[src/rtl/iloader_pkg.sv]
// Shared types and constants for the instruction RAM boot loader.
package iloader_pkg;

  localparam int ILOADER_LEN_BYTES  = 2;
  localparam int ILOADER_WORD_BYTES = 4;
  localparam int ILOADER_DEPTH      = 616;
  localparam int ILOADER_ADDR_W     = 10;

  typedef enum logic [2:0] {
    ST_IDLE,
    ST_LEN_HI,
    ST_LEN_LO,
    ST_DATA,
    ST_CHECK,
    ST_DONE,
    ST_ERROR
  } iloader_state_e;

endpackage

[src/rtl/iloader_word_assembler.sv]
// Packs a byte stream MSB-first into 32-bit words; word_valid_o marks the
// cycle in which the final byte of a word is presented.
module iloader_word_assembler
  import iloader_pkg::*;
(
  input  logic        clock,
  input  logic        reset_n,
  input  logic        clr_i,
  input  logic        byte_en_i,
  input  logic [7:0]  byte_i,
  output logic        word_valid_o,
  output logic [31:0] word_o
);

  localparam logic [1:0] LAST_IDX = 2'(ILOADER_WORD_BYTES - 1);

  logic [23:0] shift_q;
  logic [1:0]  cnt_q;

  always_ff @(posedge clock or negedge reset_n) begin
    if (!reset_n) begin
      shift_q <= '0;
      cnt_q   <= '0;
    end else if (clr_i) begin
      shift_q <= '0;
      cnt_q   <= '0;
    end else if (byte_en_i) begin
      shift_q <= {shift_q[15:0], byte_i};
      cnt_q   <= cnt_q + 2'd1;
    end
  end

  // The word completes combinationally so the top can register it on the
  // same edge that accepts the final byte.
  assign word_valid_o = byte_en_i && !clr_i && (cnt_q == LAST_IDX);
  assign word_o       = {shift_q, byte_i};

endmodule

[src/rtl/instruction_ram_loader.sv]
// Boot loader: length-prefixed big-endian word stream into instruction RAM.
// Define ILOADER_CHECKSUM_EN to require a trailing XOR checksum byte.
module instruction_ram_loader
  import iloader_pkg::*;
#(
  parameter int DEPTH     = ILOADER_DEPTH,
  parameter int ADDR_W    = ILOADER_ADDR_W,
  parameter int BASE_ADDR = 0
) (
  input  logic              clock,
  input  logic              reset_n,
  input  logic              start,
  input  logic              abort,
  input  logic [7:0]        byte_in,
  input  logic              byte_valid,
  output logic              byte_ready,
  output logic [ADDR_W-1:0] i_ram_writing_address,
  output logic [31:0]       i_ram_input,
  output logic              flag_write_i_ram,
  output logic              busy,
  output logic              done,
  output logic              error
);

  localparam logic [16:0]       LEN_LIMIT = 17'(DEPTH - BASE_ADDR);
  localparam logic [ADDR_W-1:0] BASE      = ADDR_W'(BASE_ADDR);

`ifdef ILOADER_CHECKSUM_EN
  localparam iloader_state_e LEN_END = ST_CHECK;
`else
  localparam iloader_state_e LEN_END = ST_DONE;
`endif

  iloader_state_e    state_q, state_d;
  logic [7:0]        len_hi_q;
  logic [15:0]       words_left_q;
  logic [ADDR_W-1:0] addr_next_q;
  logic [ADDR_W-1:0] addr_q;
  logic [31:0]       data_q;
  logic              wr_q;

  logic        accept;
  logic        start_ok;
  logic        feed;
  logic        word_valid;
  logic [31:0] word;
  logic [15:0] len;

  assign byte_ready = state_q inside {ST_LEN_HI, ST_LEN_LO, ST_DATA, ST_CHECK};
  assign busy       = state_q inside {ST_LEN_HI, ST_LEN_LO, ST_DATA, ST_CHECK};
  assign done       = (state_q == ST_DONE);
  assign error      = (state_q == ST_ERROR);

  assign accept   = byte_valid && byte_ready && !abort;
  assign start_ok = start && !abort && (state_q inside {ST_IDLE, ST_DONE, ST_ERROR});
  // Bytes offered after the last word (pulse cycle) are not part of the image.
  assign feed     = accept && (state_q == ST_DATA) && (words_left_q != 16'd0);
  assign len      = {len_hi_q, byte_in};

  iloader_word_assembler u_asm (
    .clock        (clock),
    .reset_n      (reset_n),
    .clr_i        (abort || start_ok),
    .byte_en_i    (feed),
    .byte_i       (byte_in),
    .word_valid_o (word_valid),
    .word_o       (word)
  );

`ifdef ILOADER_CHECKSUM_EN
  logic [7:0] csum_q;

  always_ff @(posedge clock or negedge reset_n) begin
    if (!reset_n) begin
      csum_q <= '0;
    end else if (start_ok) begin
      csum_q <= '0;
    end else if ((accept && (state_q inside {ST_LEN_HI, ST_LEN_LO})) || feed) begin
      csum_q <= csum_q ^ byte_in;
    end
  end
`endif

  always_ff @(posedge clock or negedge reset_n) begin
    if (!reset_n) state_q <= ST_IDLE;
    else          state_q <= state_d;
  end

  always_comb begin
    state_d = state_q;
    if (abort) begin
      state_d = ST_IDLE;
    end else begin
      case (state_q)
        ST_IDLE, ST_DONE, ST_ERROR: if (start) state_d = ST_LEN_HI;
        ST_LEN_HI: if (accept) state_d = ST_LEN_LO;
        ST_LEN_LO: begin
          if (accept) begin
            if (len == 16'd0)                 state_d = LEN_END;
            else if ({1'b0, len} > LEN_LIMIT) state_d = ST_ERROR;
            else                              state_d = ST_DATA;
          end
        end
`ifdef ILOADER_CHECKSUM_EN
        ST_DATA:  if (word_valid && (words_left_q == 16'd1)) state_d = ST_CHECK;
        ST_CHECK: if (accept) state_d = (byte_in == csum_q) ? ST_DONE : ST_ERROR;
`else
        // Linger one cycle so done rises only after the final write pulse.
        ST_DATA:  if (words_left_q == 16'd0) state_d = ST_DONE;
`endif
        default:  state_d = ST_IDLE;
      endcase
    end
  end

  always_ff @(posedge clock or negedge reset_n) begin
    if (!reset_n) begin
      len_hi_q     <= '0;
      words_left_q <= '0;
      addr_next_q  <= BASE;
      addr_q       <= '0;
      data_q       <= '0;
      wr_q         <= 1'b0;
    end else begin
      wr_q <= 1'b0;
      if (!abort) begin
        if (start_ok) begin
          addr_next_q  <= BASE;
          words_left_q <= '0;
        end
        if (accept && (state_q == ST_LEN_HI)) len_hi_q     <= byte_in;
        if (accept && (state_q == ST_LEN_LO)) words_left_q <= len;
        if (word_valid) begin
          wr_q         <= 1'b1;
          data_q       <= word;
          addr_q       <= addr_next_q;
          addr_next_q  <= addr_next_q + 1'b1;
          words_left_q <= words_left_q - 16'd1;
        end
      end
    end
  end

  assign flag_write_i_ram      = wr_q;
  assign i_ram_input           = data_q;
  assign i_ram_writing_address = addr_q;

endmodule

[config.mk]
export PLATFORM = sky130hd
export DESIGN_NAME = instruction_ram_loader
export DESIGN_NICKNAME = d
export VERILOG_FILES = /design/src/rtl/iloader_pkg.sv /design/src/rtl/iloader_word_assembler.sv /design/src/rtl/instruction_ram_loader.sv
export SDC_FILE = /design/constraint.sdc
export NUM_CORES = 1
export LEC_CHECK = 0
export ABC_AREA = 1
export CAP_MARGIN = 15
export CORE_AREA = 2 2 100 111
export DETAILED_ROUTE_END_ITERATION = 12
export DIE_AREA = 0 0 102 113
export PLACE_DENSITY_LB_ADDON = 0.25
export SYNTH_ARGS = -nofsm -noshare
export SYNTH_HDL_FRONTEND = slang
export SYNTH_HIERARCHICAL = 1
export SYNTH_SLANG_ARGS = --single-unit
[constraint.sdc]
create_clock -name clock -period 2.3 [get_ports clock]
set_clock_uncertainty 0.2 [all_clocks]
set_input_delay 0.46 -clock clock [delete_from_list [all_inputs] [get_ports clock]]
set_output_delay 0.46 -clock clock [all_outputs]
set_load 0.01 [all_outputs]
==> results of run 1 <==
## power breakdown
| part | switching, mW | internal (mW) | total (mW) |
|---|---|---|---|
| clock network | 0.724 | 0.776 | 1.50 |
| registers | 0.146 | 2.00 | 2.15 |
| logic | 1.27 | 0.930 | 2.20 |
## routing by layer
layer,track usage,wire length [um]
met1,0.308,5590
met5,0,0
met4,0.0951,341
met2,0.380,6550
met3,0.0432,698
## cells by family (layout without fill, tap and decap cells)
logic type	Yosys count	after routing	share of synthesized area
xor+xnor	7	7	0.0118
compound gates	54	54	0.0621
flops	106	106	0.511
buf+inv	87	194	0.0804
simple gates	401	402	0.328
fa+ha+maj	3	3	0.00723
## placed cells by master, fill, tap and decap left out, drive strengths merged
| cell | n |
|---|---|
| xor2 | 7 |
| nor2 | 47 |
| ha | 3 |
| o32ai | 1 |
| a21oi | 5 |
| nor4 | 1 |
| dlygate4sd3 | 1 |
| dfrtp | 106 |
| o21ai | 40 |
| buf | 61 |
| or2 | 1 |
| clkdlybuf4s50 | 54 |
| inv | 58 |
| nor3 | 4 |
| nand3b | 3 |
| o211ai | 5 |
| o21a | 1 |
| o22ai | 1 |
| dlygate4sd2 | 2 |
| clkbuf | 14 |
| a22oi | 1 |
| nand2 | 281 |
| clkinv | 4 |
| nand4 | 7 |
| and3 | 2 |
| nand3 | 56 |
## per-stage QoR
stage / utilization / instance area [um2] / setup TNS [ps] / std cells
final: 0.671 / 6940 / 0 / 909
after global routing: 0.671 / 6940 / -1640 / 909
after CTS: 0.632 / 6540 / 0 / 895
after detailed placement: 0.593 / 6140 / -14820 / 870
after global placement: 0.593 / 6140 / -10160 / 870
after floorplan: - / 5230 / -805 / 658
## final timing paths
path | startpoint | endpoint | depth (start not counted)
worst max-delay path | words_left_q[1] | words_left_q[12] | 16
worst min-delay path | i_ram_input[4] | i_ram_input[4] | 2
worst max register to register | words_left_q[1] | words_left_q[12] | 16
worst min register to register | i_ram_input[4] | i_ram_input[4] | 2
max in group asynchronous | reset_n | i_ram_input[3] | 3
min in group asynchronous | reset_n | i_ram_writing_address[6] | 2
## cell usage after synthesis, types with 2 or more instances
library cell / number
nand2_1: 278
dfrtp_1: 106
nand3_1: 52
inv_1: 49
nor2_1: 43
o21ai_0: 28
buf_2: 10
buf_4: 9
o21ai_1: 8
inv_2: 7
xor2_1: 7
buf_6: 6
nand4_1: 6
a21oi_1: 5
clkbuf_1: 5
o21ai_2: 4
ha_1: 3
nand3_2: 3
nand3b_1: 3
nor3_1: 3
o211ai_2: 3
and3_1: 2
nand2_2: 2
nor2_4: 2
o211ai_1: 2
## critical path: stages, from the launching register on
cell and delay, ps:
dfrtp_1 370, inv_2 60, ha_4 170, nand2_4 80, nor2_4 40, nand4_1 110, nand2_1 100, nor2_2 100
and3_4 200, inv_4 40, nor2_4 140, inv_4 80, nand3_4 130, buf_6 130, nand2_2 50, nand2_2 70
nand3_2 60
## cell type report
cell class                 instances  share of cell area
sequential                       106               0.382
multi-input combinational        466               0.350
clock inverter                     6             0.00685
tap                              143              0.0258
timing repair buffer             122               0.170
clock buffer                      10              0.0344
inverter                          56              0.0310
## sequential cells by signal, summed over array words and instances, names as in the netlist
signal                 cells
addr_next_q               10
flag_write_i_ram           1
u_asm/shift_q             24
state_q                    3
i_ram_input               32
i_ram_writing_address     10
u_asm/cnt_q                2
len_hi_q                   8
words_left_q              16
## timing repair
item / 4_1_cts / 5_1_grt
buffers inserted: 7 / 11
cloned: 1 / 3
hold buffers: 1 / 0
resized for setup: 20 / 96
pin swaps: 5 / 13
endpoints found under the hold margin: 24 / 0
setup endpoints to repair: 98 / 96
==> flow_metrics.tcl, run 1 <==
set metrics [dict create \
    outcome "finished clean" \
    avgViaCountPerCell 5.19 \
    drive_gt1_frac 0.231 \
    clkSinkCount 106 \
    initial_utilization 0.502 \
    syn2layout_area_growth_pct 33.6 \
    number_of_antenna_violations_at_the_first_check_in_global_routing 0 \
    cts_inserted_buffers 9 \
    timing.fmax_mhz 443 \
    tritoncts "done" \
    multiInputGateArea_mm2 0.00243 \
    cts_root_buf "clkbuf_16" \
    synth.avg_cell_area_um2 7.90 \
    cts_max_path_buffers 2 \
    first_pass_grt_wire_length_um 21100 \
    power.density_cell_area_mw_per_mm2 842 \
    regArea_mm2 0.00266 \
    global_route.usage.total 0.234 \
    firstDrtPassIters 5 \
    antennaDiodeCount 0 \
    shortest_period_the_worst_path_allows_ps 2260 \
    synth-warning-count 6 \
    detail_route.drc_violations 0 \
    required_ps 2340 \
    timing.reg2reg.setup_slack_ps 40 \
    grt_pass1_vias 4518 \
    postRouteWirelength_um 13200 \
    fin_nets 777 \
    total_power_mw 5.85 \
    preCtsSetupSlack_ps -254 \
    num-fill-cells 866 \
    worst_slack_ps 40.3 \
    synth_top_area_cell "dfrtp_1" \
    synth-async-reset-ratio 1.00 \
    critPathCaptureType "register" \
    wire_per_inst_um 14.5 \
    fp.dieH_um 113 \
    vdd_ir_drop_max_mv 0.618 \
    synth.ff_latch_count 106 \
    fp.coreArea_mm2 0.0103 \
    crit_type "reg -> reg" \
    synth.net_count 674 \
    pin_count_of_the_biggest_net_entering_global_routing 47 \
    worst_pin_slew_ps 475 \
    rsz_0062_raised_after_global_routing "true" \
    drt-initial-drc-count 343 \
    maxCapViolations 0 \
    numPortBuffers 59 \
    synth_top_area_share 0.511 \
    cp_data_arrival_time_ps 2300 \
    clkLatencyLatePin_ps 360 \
    worstPathMaxFanout 7 \
    detail-route-antenna-nets 0 \
    io_pins 60 \
    slew-limit-headroom 0.682 \
    finalCritPeriodShare 0.982 \
    hold_path.class "reg -> reg" \
    slew_violations 0 \
    dr_total_vias 4718 \
    critical_path.startpoint_type "register" \
    count_of_flip_flops_with_a_built_in_enable_after_synthesis 0 \
    globalRoute.totalOverflow 0 \
    cts.clk_slew.worst_paths_ps 70 \
    yosys.cell_types.count 37 \
    die_w_um 102 \
    floorplan.die_area_mm2 0.0115 \
    dpl.hpwl_um 8690 \
    synth-seq-area-share 0.511 \
    setup-violations-final 0 \
    final_hold_viol_count 0 \
    synth-main-ff-cell "dfrtp_1" \
    final_weighted_congestion_in_routability_driven_placement 0.894 \
    synth_cells 658 \
    leakagePower_nw 3.56 \
    rows 39 \
    cts_max_level 3 \
    synth.area.top_cells "dfrtp_1 (51%), nand2_1 (20%), nand3_1 (5.0%)" \
    syn-cell-area_mm2 0.00519 \
    fin_hold_ws_ps 273 \
]
Power figures use the tool's default switching activity.
==> inputs of run 2 (changes only) <==
--- a/config.mk
+++ b/config.mk
@@ -8,10 +8,13 @@
 export ABC_AREA = 1
 export CAP_MARGIN = 15
 export CORE_AREA = 2 2 100 111
+export CTS_BUF_LIST = sky130_fd_sc_hd__clkbuf_8 sky130_fd_sc_hd__clkbuf_16
 export DETAILED_ROUTE_END_ITERATION = 12
 export DIE_AREA = 0 0 102 113
 export PLACE_DENSITY_LB_ADDON = 0.25
+export RECOVER_POWER = 100
 export SYNTH_ARGS = -nofsm -noshare
 export SYNTH_HDL_FRONTEND = slang
 export SYNTH_HIERARCHICAL = 1
 export SYNTH_SLANG_ARGS = --single-unit
+export TNS_END_PERCENT = 5
==> run 2 against run 1 <==
  * The run now ends with negative setup slack left
  * Worst hold slack got worse by 3.0 ps
  * Register-to-register slack worse by 60 ps
  * Core utilization shrank 3.9 points
  * Flip-flop and latch count stayed put
  * Global-route usage decreased by 0.77 points
  * Clock power rose by 3%
  * First-iteration DRC count down 2.9%
  * Largest power group is now registers
==> flow_metrics.tcl, run 2 (synthesized netlist as in run 1, its figures left out) <==
set metrics [dict create \
    cp_data_arrival_time_ps 2340 \
    grt.busiest_layer "met2" \
    grt_pass1_vias 4387 \
    critPathMostFrequentCell "nor2_4" \
    dpl.hpwl_um 8740 \
    slew_violations 0 \
    hold_path_sink "i_ram_input[27]" \
    first_pass_grt_wire_length_um 20700 \
    worstPathMaxFanout 6 \
    final_weighted_congestion_in_routability_driven_placement 0.928 \
    timing.setup.tns_ps -26.0 \
    firstDrtPassIters 5 \
    critPathBufInv 4 \
    hold_path.class "reg -> reg" \
    globalRoute.totalOverflow 0 \
    io_pins 60 \
    multiInputGateArea_mm2 0.00220 \
    initial_utilization 0.502 \
    final_cell_area_mm2 0.00654 \
    cts_root_buf "clkbuf_16" \
    maxCapViolations 0 \
    shortest_period_the_worst_path_allows_ps 2320 \
    detail_route.drc_violations 0 \
    critPathMaxStageDelay_ps 360 \
    final_cell_mix "nand2_1 (273), dfrtp_1 (104), clkdlybuf4s50_1 (55)" \
    num-fill-cells 898 \
    worst_slack_ps -18.5 \
    rows 39 \
    cts_max_level 3 \
    met1_usage 0.303 \
    critPathTopFamily "simple AND/OR/NAND/NOR gates" \
    grt_use_met2 0.361 \
    ff2ff_path_depth 14 \
    detail-route-antenna-nets 0 \
    final_hold_viol_count 0 \
    postRouteWirelength_um 12700 \
    worstPathCellList "inv_1 > ha_2 > nand2_2 > nor2_4 > nand4_1 > nand2_1 > nor2_2 > and3_4 > inv_4 > nor2_4 > clkinv_4 > nand3_4 > clkbuf_16 > o211ai_2" \
    fp.coreArea_mm2 0.0103 \
    slew-limit-headroom 0.561 \
    drive_gt1_frac 0.145 \
    avgViaCountPerCell 5.15 \
    fin_cells 893 \
    vdd_ir_drop_max_mv 0.577 \
    wire_per_inst_um 14.2 \
    cpMaxStageDelayCell "dfrtp_1" \
    fp.dieH_um 113 \
    crit_type "reg -> reg" \
    final_common_cell "nand2_1" \
    fin_nets 762 \
    global_route.usage.total 0.226 \
    required_ps 2330 \
    worst_pin_slew_ps 659 \
    rr_startpoint "words_left_q[0]" \
    cts_inserted_buffers 9 \
    r2r_end "words_left_q[0]" \
    cts_max_path_buffers 2 \
    finalCoreUtilization 0.632 \
    largest_reg_flops 32 \
    antennaDiodeCount 0 \
    clkLatencyLatePin_ps 350 \
    power.density_cell_area_mw_per_mm2 868 \
    critPathCaptureType "register" \
    placedInstanceArea_mm2 0.00610 \
    outcome "complete, but fails checks" \
    floorplan.die_area_mm2 0.0115 \
    critical_path.startpoint_type "register" \
    syn2layout_area_growth_pct 25.8 \
    numPortBuffers 59 \
    dr_total_vias 4598 \
    leakagePower_nw 3.42 \
    worst_hold_startpoint "i_ram_input[27]" \
    number_of_antenna_violations_at_the_first_check_in_global_routing 0 \
    grt_use_met3 0.0334 \
    clkSinkCount 106 \
    timing.fmax_mhz 431 \
    setup-violations-final 2 \
    numPlacedInstances 867 \
    drt-initial-drc-count 333 \
    failed_checks "negative setup slack" \
    regArea_mm2 0.00266 \
    pin_count_of_the_biggest_net_entering_global_routing 45 \
    hold-path-cell-count 2 \
    die_w_um 102 \
    timing.reg2reg.setup_slack_ps -20 \
    cts.clk_slew.worst_paths_ps 70 \
    rsz_0062_raised_after_global_routing "true" \
    finalCritPeriodShare 1.01 \
    tritoncts "done" \
]
## run 2: worst max-delay path by stage
stage | start | to | depth (start not counted)
after global placement | start | addr_next_q[2] | 14
after detailed placement | abort | addr_next_q[2] | 13
final | words_left_q[0] | words_left_q[0] | 14
after floorplan | state_q[2] | words_left_q[0] | 16
after global routing | words_left_q[0] | words_left_q[6] | 14
after CTS | words_left_q[0] | i_ram_input[15] | 14
## run 2: layout make-up
cell class | instances | area share
Clock buffer | 9 | 0.0344
Clock inverter | 6 | 0.0111
Timing Repair Buffer | 106 | 0.151
Multi-Input combinational cell | 467 | 0.336
Sequential cell | 106 | 0.406
Inverter | 56 | 0.0341
Tap cell | 143 | 0.0274
## run 2: metal layers
layer	routed length [um]	vias to the layer above
li1	-	2243
met2	6170	131
met3	513	23
met5	0	-
met4	344	0
met1	5660	2201
## run 2: tightest hold or removal path: stages, from the launching register on
cell and delay (ps):
dfrtp_1 340, nand2_1 50, nand2_1 40
## run 2: timing repair
item / CTS / global route
cloned: 1 / 3
pin swaps: 2 / 12
setup buffers: 0 / 6
setup endpoints to repair: 94 / 74
gates resized for setup: 9 / 24
hold endpoints to repair: 27 / 0
hold buffers: 1 / 0
## run 2: where the power goes
part | internal, mW | leakage, nW | switching, mW
clock | 0.854 | 0.148 | 0.699
sequential | 2.00 | 1.47 | 0.130
combinational | 0.810 | 1.81 | 1.18
## run 2: stage by stage
stage / hold slack, ps / setup WS [ps] / total power [mW]
floorplan: -35.6 / -75.5 / 3.36
global placement: 208 / -159 / 3.91
detailed placement: 210 / -228 / 3.95
CTS: 276 / 5.51 / 5.53
global route: 290 / -125 / 5.99
finish: 270 / -18.5 / 5.67
==> inputs of run 3 (changes only) <==
--- a/config.mk
+++ b/config.mk
@@ -13,6 +13,7 @@
 export DIE_AREA = 0 0 102 113
 export PLACE_DENSITY_LB_ADDON = 0.25
 export RECOVER_POWER = 100
+export REMOVE_ABC_BUFFERS = 1
 export SYNTH_ARGS = -nofsm -noshare
 export SYNTH_HDL_FRONTEND = slang
 export SYNTH_HIERARCHICAL = 1
==> run 3 against run 2 <==
  * The flow still finishes with violations (negative setup slack)
  * Critical path depth up 2
  * Fmax is 0.56% lower
  * Core utilization increased by 1.5 points
  * Final cell count up 2.7%
  * Flip-flop and latch count did not move
  * Critical endpoint is now words_left_q[12]
  * Largest power group is now combinational cells
==> flow_metrics.tcl, run 3 (synthesized netlist as in run 1, its figures left out) <==
set metrics [dict create \
    power.combinational.fraction 0.378 \
    globalRoute.totalOverflow 0 \
    worst_pin_slew_ps 913 \
    clkLatencyLatePin_ps 350 \
    critical_path.startpoint_type "register" \
    fp.dieH_um 113 \
    cts_root_buf "clkbuf_16" \
    timing.reg2reg.setup_slack_ps -30 \
    setup-violations-final 16 \
    antennaDiodeCount 0 \
    worst_hold_startpoint "i_ram_input[30]" \
    crit_type "reg -> reg" \
    slew_violations 0 \
    power_frac_seq 0.370 \
    drt-initial-drc-count 369 \
    ff2ff_path_depth 16 \
    clkSinkCount 106 \
    dr_total_vias 4600 \
    cp_data_arrival_time_ps 2370 \
    largest_reg_flops 32 \
    hold_path_sink "i_ram_input[30]" \
    outcome "complete, but fails checks" \
    fin_hold_ws_ps 274 \
    grt_pass1_vias 4601 \
    firstDrtPassIters 5 \
    cpMaxStageDelayCell "dfrtp_2" \
    floorplan.die_area_mm2 0.0115 \
    syn2layout_area_growth_pct 28.8 \
    initial_utilization 0.502 \
    dpl.hpwl_um 8610 \
    switchingPower_mw 2.05 \
    vdd_ir_drop_max_mv 0.526 \
    worst_slack_ps -31.6 \
    failed_checks "negative setup slack" \
    r2r_end "words_left_q[12]" \
    critPathCaptureType "register" \
    num-fill-cells 914 \
    detail-route-antenna-nets 0 \
    number_of_antenna_violations_at_the_first_check_in_global_routing 0 \
    internal_power_mw 3.74 \
    rsz_0062_raised_after_global_routing "true" \
    preCtsSetupSlack_ps -278 \
    die_w_um 102 \
    critPathMaxStageDelay_ps 460 \
    worstPathCellList "buf_6 > nand2_4 > nand3_2 > o21a_1 > nand2_4 > nand2_2 > inv_2 > and3_4 > inv_4 > nor2_4 > clkinv_4 > nand3_4 > buf_6 > nand2_1 > nand2_1 > nand3_1" \
    swShare 0.354 \
    slew-limit-headroom 0.391 \
    share_clk_of_total_power 0.252 \
    leakagePower_nw 3.54 \
    final_cell_area_mm2 0.00669 \
    rr_startpoint "state_q[1]" \
    final_weighted_congestion_in_routability_driven_placement 0.965 \
    tritoncts "done" \
    avgViaCountPerCell 5.02 \
    timing.fmax_mhz 429 \
    cts_max_level 3 \
    postRouteWirelength_um 12400 \
    cts.clk_slew.worst_paths_ps 70 \
    required_ps 2340 \
    hold-path-cell-count 2 \
    hold_path.class "reg -> reg" \
    worstPathMaxFanout 6 \
    first_pass_grt_wire_length_um 20800 \
    maxCapViolations 0 \
    total_power_mw 5.79 \
    numPortBuffers 59 \
    final_hold_viol_count 0 \
    cts_inserted_buffers 9 \
    finalCoreUtilization 0.647 \
    final_common_cell "nand2_1" \
    wire_per_inst_um 13.5 \
    finalCritPeriodShare 1.01 \
    pin_count_of_the_biggest_net_entering_global_routing 52 \
    shortest_period_the_worst_path_allows_ps 2330 \
    final_cell_mix "nand2_1 (273), dfrtp_1 (104), buf_4 (61)" \
    detail_route.drc_violations 0 \
    fin_nets 785 \
    placedInstanceArea_mm2 0.00621 \
    io_pins 60 \
    global_route.usage.total 0.228 \
    drive_gt1_frac 0.171 \
    fp.coreArea_mm2 0.0103 \
    rows 39 \
    power.density_cell_area_mw_per_mm2 865 \
    cts_max_path_buffers 2 \
]
==> run 3: power by group through the flow <==
stage | Clock (mW) | Combinational, mW | Sequential (mW)
5_1_grt | 1.56 | 2.40 | 2.16
3_5_place_dp | 0 | 1.88 | 2.15
2_1_floorplan | 0 | 1.13 | 2.13
4_1_cts | 1.49 | 2.11 | 2.12
6_report | 1.46 | 2.19 | 2.14
3_3_place_gp | 0 | 1.83 | 2.15
==> run 3: through the flow <==
step,std cells,setup TNS [ps]
CTS,912,0
global placement,884,-7100
detailed placement,884,-10980
global route,917,-6600
finish,917,-118
floorplan,627,-142510
==> run 3: how the worst max path moves through the flow <==
| stage | depth (start not counted) | start | end | slack, ps |
|---|---|---|---|---|
| after floorplan | 15 | state_q[2] | addr_next_q[6] | -2250 |
| after global placement | 14 | start | words_left_q[9] | -230 |
| after detailed placement | 13 | abort | words_left_q[9] | -280 |
| after CTS | 4 | state_q[1] | error | 2 |
| after global routing | 16 | state_q[0] | words_left_q[12] | -170 |
| final | 16 | state_q[1] | words_left_q[12] | -30 |
==> run 3: final cells by class <==
| class | instances | area, um2 | area share |
|---|---|---|---|
| well taps | 143 | 179 | 0.0267 |
| inverters | 56 | 218 | 0.0325 |
| flip-flops and latches | 106 | 2660 | 0.397 |
| clock buffers | 10 | 239 | 0.0357 |
| clock inverters | 6 | 42.5 | 0.00636 |
| multi-input cells | 466 | 2190 | 0.327 |
| repair buffers | 130 | 1170 | 0.175 |
==> run 3: critical path, delay by kind of cell, from the launching register on <==
family | cells | cell delay, ps
and+or+nand+nor | 10 | 910
buffers and inverters | 5 | 470
DFF | 1 | 460
AOI/OAI and AO/OA | 1 | 160
==> run 3: metal layers <==
layer | track usage | wire [um] | vias to the layer above
li1 | - | - | 2288
met1 | 0.289 | 5350 | 2178
met2 | 0.389 | 6330 | 113
met3 | 0.0420 | 478 | 21
met4 | 0.0809 | 209 | 0
met5 | 0 | 0 | -
==> run 3: timing repair <==
item | 4_1_cts | 5_1_grt
hold endpoints to repair | 34 | 0
pin swaps | 5 | 4
setup endpoints to repair | 63 | 72
hold buffers | 1 | 0
resized for setup | 15 | 28
buffers inserted | 10 | 5
gates cloned | 1 | 0
